[config.mk]
export PLATFORM = sky130hd
export DESIGN_NAME = lc3b_mem_iface_flat
export DESIGN_NICKNAME = d
export VERILOG_FILES = /design/src/rtl/lc3b_mem_iface_pkg.sv /design/src/rtl/lc3b_mem_iface_if.sv /design/src/rtl/lc3b_mem_iface_byte_lane.sv /design/src/rtl/lc3b_mem_iface.sv /design/src/flat_wrapper.sv
export SDC_FILE = /design/constraint.sdc
export NUM_CORES = 1
export LEC_CHECK = 0
export ABC_AREA = 1
export CAP_MARGIN = 10
export CORE_MARGIN = 4
export CORE_UTILIZATION = 40
export CTS_BUF_LIST = sky130_fd_sc_hd__clkbuf_16
export CTS_CLUSTER_SIZE = 10
export DETAILED_ROUTE_END_ITERATION = 8
export PLACE_DENSITY = 0.87
export SYNTH_ARGS = -nofsm -noshare
export SYNTH_HDL_FRONTEND = slang
export SYNTH_HIERARCHICAL = 1
export SYNTH_SLANG_ARGS = --single-unit
export TNS_END_PERCENT = 100
[constraint.sdc]
create_clock -name clk -period 1.2 [get_ports clk]
set_input_delay 0.24 -clock clk [delete_from_list [all_inputs] [get_ports clk]]
set_output_delay 0.24 -clock clk [all_outputs]
set_load 0.02 [all_outputs]
[src/rtl/lc3b_mem_iface_pkg.sv]
// Shared types for the LC-3b memory-interface unit: FSM state enum and default widths.
package lc3b_types;

    localparam int DEFAULT_DATA_W = 16;
    localparam int DEFAULT_ADDR_W = 16;

    typedef enum logic [1:0] {
        MI_IDLE   = 2'd0,
        MI_ACCESS = 2'd1,
        MI_RESP   = 2'd2
    } lc3b_mem_iface_state;

endpackage

[src/rtl/lc3b_mem_iface_if.sv]
// Request/response and memory-port bundle of the LC-3b memory-interface unit.
interface lc3b_mem_iface_if
    import lc3b_types::*;
#(
    parameter int DATA_W = DEFAULT_DATA_W,
    parameter int ADDR_W = DEFAULT_ADDR_W
) ();
    localparam int LANES = DATA_W / 8;

    logic              req_valid;
    logic              req_ready;
    logic              req_write;
    logic              req_byte;
    logic [ADDR_W-1:0] req_addr;
    logic [DATA_W-1:0] req_wdata;
    logic              rsp_valid;
    logic [DATA_W-1:0] rsp_rdata;
    logic              rsp_err;
    logic [ADDR_W-1:0] mem_address;
    logic              mem_read;
    logic              mem_write;
    logic [LANES-1:0]  mem_byte_enable;
    logic [DATA_W-1:0] mem_wdata;
    logic [DATA_W-1:0] mem_rdata;
    logic              mem_resp;

    // slave: the access engine; master: control path plus memory model
    modport slave (
        input  req_valid, req_write, req_byte, req_addr, req_wdata, mem_rdata, mem_resp,
        output req_ready, rsp_valid, rsp_rdata, rsp_err,
        output mem_address, mem_read, mem_write, mem_byte_enable, mem_wdata
    );

    modport master (
        output req_valid, req_write, req_byte, req_addr, req_wdata, mem_rdata, mem_resp,
        input  req_ready, rsp_valid, rsp_rdata, rsp_err,
        input  mem_address, mem_read, mem_write, mem_byte_enable, mem_wdata
    );

endinterface

[src/rtl/lc3b_mem_iface_byte_lane.sv]
// Byte-lane helpers: lane extract with zero-extension, byte replication, one-hot lane enable.
module byte_lane
    import lc3b_types::*;
#(
    parameter int DATA_W = DEFAULT_DATA_W,
    parameter int LANES  = DATA_W / 8,
    parameter int BSEL_W = $clog2(LANES)
) (
    input  logic [BSEL_W-1:0] i_lane_sel,
    input  logic [DATA_W-1:0] i_rdata,
    input  logic [7:0]        i_wbyte,
    output logic [DATA_W-1:0] o_lane_zext,
    output logic [DATA_W-1:0] o_repl,
    output logic [LANES-1:0]  o_onehot
);
    logic [7:0] w_lanes [LANES];

    for (genvar gi = 0; gi < LANES; gi++) begin : g_lane
        assign w_lanes[gi]          = i_rdata[gi*8 +: 8];
        assign o_repl[gi*8 +: 8]    = i_wbyte;
        assign o_onehot[gi]         = (i_lane_sel == BSEL_W'(gi));
    end

    assign o_lane_zext = {{(DATA_W-8){1'b0}}, w_lanes[i_lane_sel]};

endmodule

[src/rtl/lc3b_mem_iface.sv]
// Handshaked byte-aware MAR/MDR access engine for the LC-3b multicycle core.
// Optional access timeout enabled by defining MEM_IFACE_TIMEOUT_EN.
module lc3b_mem_iface
    import lc3b_types::*;
#(
    parameter int DATA_W         = DEFAULT_DATA_W,
    parameter int ADDR_W         = DEFAULT_ADDR_W,
    parameter int TIMEOUT_CYCLES = 255
) (
    input logic             clk,
    input logic             rst_n,
    lc3b_mem_iface_if.slave bus
);
    localparam int LANES  = DATA_W / 8;
    localparam int BSEL_W = $clog2(LANES);

    lc3b_mem_iface_state r_state, w_state_next;
    logic [ADDR_W-1:0]   r_mar;
    logic [DATA_W-1:0]   r_mdr;
    logic                r_write;
    logic                r_byte;
    logic                r_err;
    logic                w_timeout;
    logic [DATA_W-1:0]   w_lane_zext;
    logic [DATA_W-1:0]   w_repl;
    logic [LANES-1:0]    w_onehot;
    logic                w_accept;

    byte_lane #(.DATA_W(DATA_W)) u_byte_lane (
        .i_lane_sel  (r_mar[BSEL_W-1:0]),
        .i_rdata     (bus.mem_rdata),
        .i_wbyte     (bus.req_wdata[7:0]),
        .o_lane_zext (w_lane_zext),
        .o_repl      (w_repl),
        .o_onehot    (w_onehot)
    );

    assign w_accept = (r_state == MI_IDLE) && bus.req_valid;

`ifdef MEM_IFACE_TIMEOUT_EN
    localparam int CNT_W = $clog2(TIMEOUT_CYCLES + 1);
    logic [CNT_W-1:0] r_cnt;

    always_ff @(posedge clk or negedge rst_n) begin
        if (!rst_n) begin
            r_cnt <= '0;
        end else if (w_accept) begin
            r_cnt <= '0;
        end else if (r_state == MI_ACCESS && !bus.mem_resp) begin
            r_cnt <= r_cnt + CNT_W'(1);
        end
    end

    // The last waiting cycle is the one where the count is about to reach the limit
    assign w_timeout = (r_state == MI_ACCESS) && !bus.mem_resp
                       && (r_cnt == CNT_W'(TIMEOUT_CYCLES - 1));
`else
    // No timer: ACCESS waits for mem_resp forever; the parameter is inert here
    assign w_timeout = 1'b0 & (TIMEOUT_CYCLES == 0);
`endif

    always_ff @(posedge clk or negedge rst_n) begin
        if (!rst_n) begin
            r_state <= MI_IDLE;
            r_mar   <= '0;
            r_mdr   <= '0;
            r_write <= 1'b0;
            r_byte  <= 1'b0;
            r_err   <= 1'b0;
        end else begin
            r_state <= w_state_next;
            if (w_accept) begin
                r_mar   <= bus.req_addr;
                r_write <= bus.req_write;
                r_byte  <= bus.req_byte;
                r_mdr   <= (bus.req_write && bus.req_byte) ? w_repl : bus.req_wdata;
                r_err   <= 1'b0;
            end else if (r_state == MI_ACCESS) begin
                if (bus.mem_resp) begin
                    if (!r_write) begin
                        r_mdr <= r_byte ? w_lane_zext : bus.mem_rdata;
                    end
                end else if (w_timeout) begin
                    r_mdr <= '0;
                    r_err <= 1'b1;
                end
            end
        end
    end

    always_comb begin
        w_state_next = r_state;
        unique case (r_state)
            MI_IDLE:   if (bus.req_valid) w_state_next = MI_ACCESS;
            MI_ACCESS: if (bus.mem_resp || w_timeout) w_state_next = MI_RESP;
            MI_RESP:   w_state_next = MI_IDLE;
            default:   w_state_next = MI_IDLE;
        endcase
    end

    always_comb begin
        bus.req_ready       = (r_state == MI_IDLE);
        bus.rsp_valid       = (r_state == MI_RESP);
        bus.rsp_rdata       = r_mdr;
        bus.rsp_err         = r_err;
        bus.mem_read        = (r_state == MI_ACCESS) && !r_write;
        bus.mem_write       = (r_state == MI_ACCESS) && r_write;
        bus.mem_wdata       = r_mdr;
        bus.mem_address     = r_byte ? r_mar : {r_mar[ADDR_W-1:BSEL_W], {BSEL_W{1'b0}}};
        bus.mem_byte_enable = '0;
        if (r_state == MI_ACCESS) begin
            bus.mem_byte_enable = r_byte ? w_onehot : '1;
        end
    end

endmodule

[src/flat_wrapper.sv]
// flat-port wrapper written by rule: the top's interface ports become plain ports
module lc3b_mem_iface_flat import lc3b_types::*;
#(
    parameter int DATA_W         = DEFAULT_DATA_W,
    parameter int ADDR_W         = DEFAULT_ADDR_W,
    parameter int TIMEOUT_CYCLES = 255
)
  (clk, rst_n, bus_req_valid, bus_req_write, bus_req_byte, bus_req_addr, bus_req_wdata, bus_mem_rdata, bus_mem_resp, bus_req_ready, bus_rsp_valid, bus_rsp_rdata, bus_rsp_err, bus_mem_address, bus_mem_read, bus_mem_write, bus_mem_byte_enable, bus_mem_wdata);
  lc3b_mem_iface_if #(.DATA_W(DATA_W), .ADDR_W(ADDR_W)) bus_i ();
  input logic clk;
  input logic rst_n;
  input wire logic [$bits(bus_i.req_valid)-1:0] bus_req_valid;
  input wire logic [$bits(bus_i.req_write)-1:0] bus_req_write;
  input wire logic [$bits(bus_i.req_byte)-1:0] bus_req_byte;
  input wire logic [$bits(bus_i.req_addr)-1:0] bus_req_addr;
  input wire logic [$bits(bus_i.req_wdata)-1:0] bus_req_wdata;
  input wire logic [$bits(bus_i.mem_rdata)-1:0] bus_mem_rdata;
  input wire logic [$bits(bus_i.mem_resp)-1:0] bus_mem_resp;
  output wire logic [$bits(bus_i.req_ready)-1:0] bus_req_ready;
  output wire logic [$bits(bus_i.rsp_valid)-1:0] bus_rsp_valid;
  output wire logic [$bits(bus_i.rsp_rdata)-1:0] bus_rsp_rdata;
  output wire logic [$bits(bus_i.rsp_err)-1:0] bus_rsp_err;
  output wire logic [$bits(bus_i.mem_address)-1:0] bus_mem_address;
  output wire logic [$bits(bus_i.mem_read)-1:0] bus_mem_read;
  output wire logic [$bits(bus_i.mem_write)-1:0] bus_mem_write;
  output wire logic [$bits(bus_i.mem_byte_enable)-1:0] bus_mem_byte_enable;
  output wire logic [$bits(bus_i.mem_wdata)-1:0] bus_mem_wdata;
  assign bus_i.req_valid = bus_req_valid;
  assign bus_i.req_write = bus_req_write;
  assign bus_i.req_byte = bus_req_byte;
  assign bus_i.req_addr = bus_req_addr;
  assign bus_i.req_wdata = bus_req_wdata;
  assign bus_i.mem_rdata = bus_mem_rdata;
  assign bus_i.mem_resp = bus_mem_resp;
  assign bus_req_ready = bus_i.req_ready;
  assign bus_rsp_valid = bus_i.rsp_valid;
  assign bus_rsp_rdata = bus_i.rsp_rdata;
  assign bus_rsp_err = bus_i.rsp_err;
  assign bus_mem_address = bus_i.mem_address;
  assign bus_mem_read = bus_i.mem_read;
  assign bus_mem_write = bus_i.mem_write;
  assign bus_mem_byte_enable = bus_i.mem_byte_enable;
  assign bus_mem_wdata = bus_i.mem_wdata;
  lc3b_mem_iface #(.DATA_W(DATA_W), .ADDR_W(ADDR_W), .TIMEOUT_CYCLES(TIMEOUT_CYCLES)) u_core (.clk(clk), .rst_n(rst_n), .bus(bus_i));
endmodule
* Yosys cells after proc, flatten, opt, wreduce, memory -nomap -nowiden *
Index checks and enable logic that the tools add are counted.

operators by class
  magnitude comparators = 1
  equal/unequal tests = 5
  multiplexer cells = 15
  bitwise logic cells = 2
  reductions and logical operators = 10

operators with widths
  operator            count
  $mux 16             6
  $mux 8              3
  $mux 2              4
  $ne 2x2->1 const B  3
  $logic_and 1x1->1   4
  $pmux 2 s2          1
  $reduce_bool 2->1   2
  $reduce_and 3->1    1
  $eq 2x1->1 const B  1
  $eq 2x2->1 const B  1
  $ge 2x2->1 const B  1
  $logic_not 2->1     1
  $not 1->2           1
  $reduce_and 2->1    1
  $logic_not 1->1     1
  $mux 1              1
  $not 1->1           1

storage, ports and cells
  register bits after elaboration = 36
  input port bits = 54
  output and inout bits = 55
  logic and storage cells = 38

* Logic depth before layout (Yosys ltp) *
  word-level depth = 9
  gate-level depth with buffers = 10
  gate-level depth less buffers = 9

* By module *
Netlist, hierarchy kept.

modules (own cells, without submodules)
  module          instances  cells each  area an instance (um^2)  sequential area each (um^2)
  lc3b_mem_iface  1          357         2399.8                   900.9
  byte_lane       1          52          296.5                    0.0

* Worst setup path after synthesis *
No wires, ideal clock.

  kind = reg-to-output
  start point = register u_core.r_byte
  end point = output bus_mem_byte_enable[0]
  arrival time = 1.081 ns
  data required time = 0.960 ns
  setup slack = -0.121 ns
  stages on the path, launching flop included = 6
  path through = dfrtp_1 > buf_2 > inv_2 > buf_6 > nor2_1 > nor2_1

on the way
  word-level cells in the longest chain between the ends = 2

RTL lines
  element                 RTL line               source
  from (decl)             lc3b_mem_iface.sv:21   logic r_byte;
  from (signal assigned)  lc3b_mem_iface.sv:75   r_byte <= bus.req_byte;
  $mux 2                  lc3b_mem_iface.sv:112  bus.mem_byte_enable = r_byte ? w_onehot : '1;
  $mux 2                  lc3b_mem_iface.sv:111  if (r_state == MI_ACCESS) begin
  to (decl)               flat_wrapper.sv:26     output wire logic [$bits(bus_i.mem_byte_enable)-1:0] bus_mem_byte_enable;

No other way between the ends.

* Final worst setup path *
  start point = register u_core.r_state[1]
  end point = register u_core.r_mdr[1] (netlist: u_core/bus.mem_wdata[1])

on the way
  word-level cells in the longest chain between the ends = 4
  elaborated cells on any way between the ends = 8

RTL lines
  element                                                           RTL line              source
  from (decl)                                                       lc3b_mem_iface.sv:17  lc3b_mem_iface_state r_state, w_state_next;
  from (signal assigned)                                            lc3b_mem_iface.sv:71  r_state <= w_state_next;
  $logic_not 2->1                                                   lc3b_mem_iface.sv:38  assign w_accept = (r_state == MI_IDLE) && bus.req_valid;
  $logic_and 1x1->1                                                 lc3b_mem_iface.sv:38
  $ne 2x2->1 (no source line) or $reduce_bool 2->1 (tied branches)  -
  $reduce_and 3->1 (no source line)                                 -
  to (signal assigned)                                              lc3b_mem_iface.sv:76  r_mdr <= (bus.req_write && bus.req_byte) ? w_repl : bus.req_wdata;
  to (signal assigned)                                              lc3b_mem_iface.sv:81  r_mdr <= r_byte ? w_lane_zext : bus.mem_rdata;
  to (decl)                                                         lc3b_mem_iface.sv:19  logic [DATA_W-1:0] r_mdr;

Several ways; a longest one is shown, not always the timed one.
A chain may end at the register's enable or synchronous reset.

==> flow_summary.toml <==
[worst_setup_path]
worst-setup-path-type = "reg2reg"
r2r_start = "u_core/r_state[1]"
crit_path_start = "u_core/r_state[1]"
worstSetupEndpointType = "flip-flop"
critPathRequiredTime_ns = 1.42
cp.arrival_ns = 1.60
start_kind = "flip-flop"
critPathMaxFanout = 10

[yosys]
synth_cell_types = 17
yosys_warnings = 6
syn_inst = 409
synth-seq-cells = 36
avgSynthCellArea_um2 = 6.59
seq_area_frac_synth = 0.334
syn_area_mm2 = 0.00270

[grt]
antenna_found_initial = 0
track_usage = 0.177
grt_max_degree = 37
grt_pass1_vias = 2473
grt_pass1_wl_mm = 11.8
grt.overflow.total = 0

[timing]
fin_setup_tns_ns = -5.47
setup_viol = 40
rsz0062_at_grt = "true"
fin_crit_ns = 1.38
finalCritPeriodShare = 1.15
clock_skew_ns = 0.00422
whs_ns = 0.454
drv_slew = 0
hold_viol = 0
finalWorstSetupSlack_ns = -0.178
timing.fmax_mhz = 726

[clock_network]
clkTransAtPathRegs_ns = 0.06
clockRootBuffer = "clkbuf_16"
clk_latency_ns = 0.28
cts_tree = "done"
h-tree-depth = 2
cts_buffers = 5
clock-sinks = 36
clk_path_buf_depth = 2

[floorplan]
pin_count = 109
dieArea_mm2 = 0.00812
die_x_um = 90.1
core_area_mm2 = 0.00646
num_rows = 29
initial_core_util = 0.417
die_h_um = 90.1

[route]
drtPass1Iterations = 4
avgViaCountPerCell = 4.71
post-route-drc-count = 0
via_count = 2673
wire_per_inst_um = 13.3
drt_wl_total_mm = 7.58
ant_nets = 0
drt_iter0_drc = 134

[cells_and_area]
design_area_mm2 = 0.00389
synthToLayoutAreaGrowth_pct = 44.3
drive_gt1_frac = 0.287
num_antenna_cells = 0
layout.nets = 544
fillerInstances = 623

[run_status]
status = "complete, but fails checks"
violations = "negative setup slack"

[pwr]
fin_total_pwr_mw = 8.59
p_leak_nw = 2.14
powerDensity_mw_per_mm2 = 2210
ir_drop_uv = 1140

[placed_design]
postPlaceCellArea_mm2 = 0.00357
dp_hpwl_mm = 5.38
gp_congestion = 0.865
io_buffers = 107
dp_slack_ns = -0.392

[hold_path]
worstHoldPathType = "in2async"

[run]
maxCapViolations = 0
worst max-delay path, cell delays in order, from the launching register on:
cell and delay, ns:
dfrtp_1 0.41, buf_6 0.14, inv_4 0.05, buf_6 0.09, nand2_4 0.06, nor2_8 0.15, clkbuf_16 0.19, nand2_1 0.06
nand2_1 0.05, nand2_1 0.07, nand2_1 0.06
cell type report:
| class | instances | area, um^2 | area share |
|---|---|---|---|
| Inverter | 9 | 41.3 | 0.0106 |
| Sequential cell | 36 | 903 | 0.232 |
| Tap cell | 77 | 96.3 | 0.0248 |
| Clock inverter | 3 | 37.5 | 0.00965 |
| Clock buffer | 5 | 125 | 0.0322 |
| Timing Repair Buffer | 142 | 1330 | 0.343 |
| Multi-Input combinational cell | 296 | 1350 | 0.348 |
cells in the mapped netlist, drive strengths merged:
library cell  number  share of area
conb               2         0.0028
o21ai              3         0.0056
nand3             33          0.066
nand2            239           0.34
dfrtp             36           0.33
nor2              11          0.025
inv                9          0.013
buf               76           0.21
where the power goes:
part	switching (mW)	total [mW]	internal (mW)
registers	0.388	2.12	1.73
clock network	0.474	1.44	0.964
logic	2.95	5.03	2.08
total	3.81	8.59	4.78
per-stage QoR:
step / cells / utilization
2_1_floorplan: 416 / -
3_3_place_gp: 552 / 0.552
4_1_cts: 565 / 0.604
5_1_grt: 568 / 0.602
6_report: 568 / 0.602
3_5_place_dp: 552 / 0.552
metal layers:
metal	wire length (um)	share of wire	GRT usage
met3	487	0.064	0.0376
met2	3810	0.50	0.302
met1	3140	0.41	0.223
met5	0	0	0
met4	138	0.018	0.0523
kinds of logic after synthesis:
kind of cell | synth area share
other cells | 0.00279
flops | 0.334
simple gates | 0.431
buf+inv | 0.226
compound gates | 0.00557
worst paths after layout:
path	to	cells past startpoint	slack [ns]
min reg2reg	u_core/r_mar[10]	2	0.47
max in group asynchronous	u_core/r_byte	3	0.54
min	u_core/r_mar[15]	3	0.45
max	u_core/bus.mem_wdata[1]	10	-0.18
max reg2reg	u_core/bus.mem_wdata[1]	10	-0.18
min in group clk	u_core/r_mar[10]	2	0.47
cells in the final DEF (no fill, tap or decap), drive strengths merged:
cell             n
dlygate4sd2      1
clkinv           2
dlygate4sd3      1
clkdlybuf4s50   51
nand2          240
inv              9
conb             9
bufinv           1
dfrtp           36
clkdlybuf4s15   17
nor2            11
buf             59
nand3           33
o21ai            3
clkbuf          18
flip-flops by register name, indices dropped and copies added (netlist names):
name                  count
u_core/r_byte             1
u_core/r_state            2
u_core/bus.mem_wdata     16
u_core/r_write            1
u_core/r_mar             16
what timing repair did:
action                                 4_1_cts  5_1_grt
cloned                                       2        2
hold buffers                                 1        0
resized for setup                          196       61
pin swaps                                    3       10
setup endpoints to repair                   89       72
endpoints found under the hold margin       36        0
setup buffers                                2        1
(Power assumes the default switching activity.)
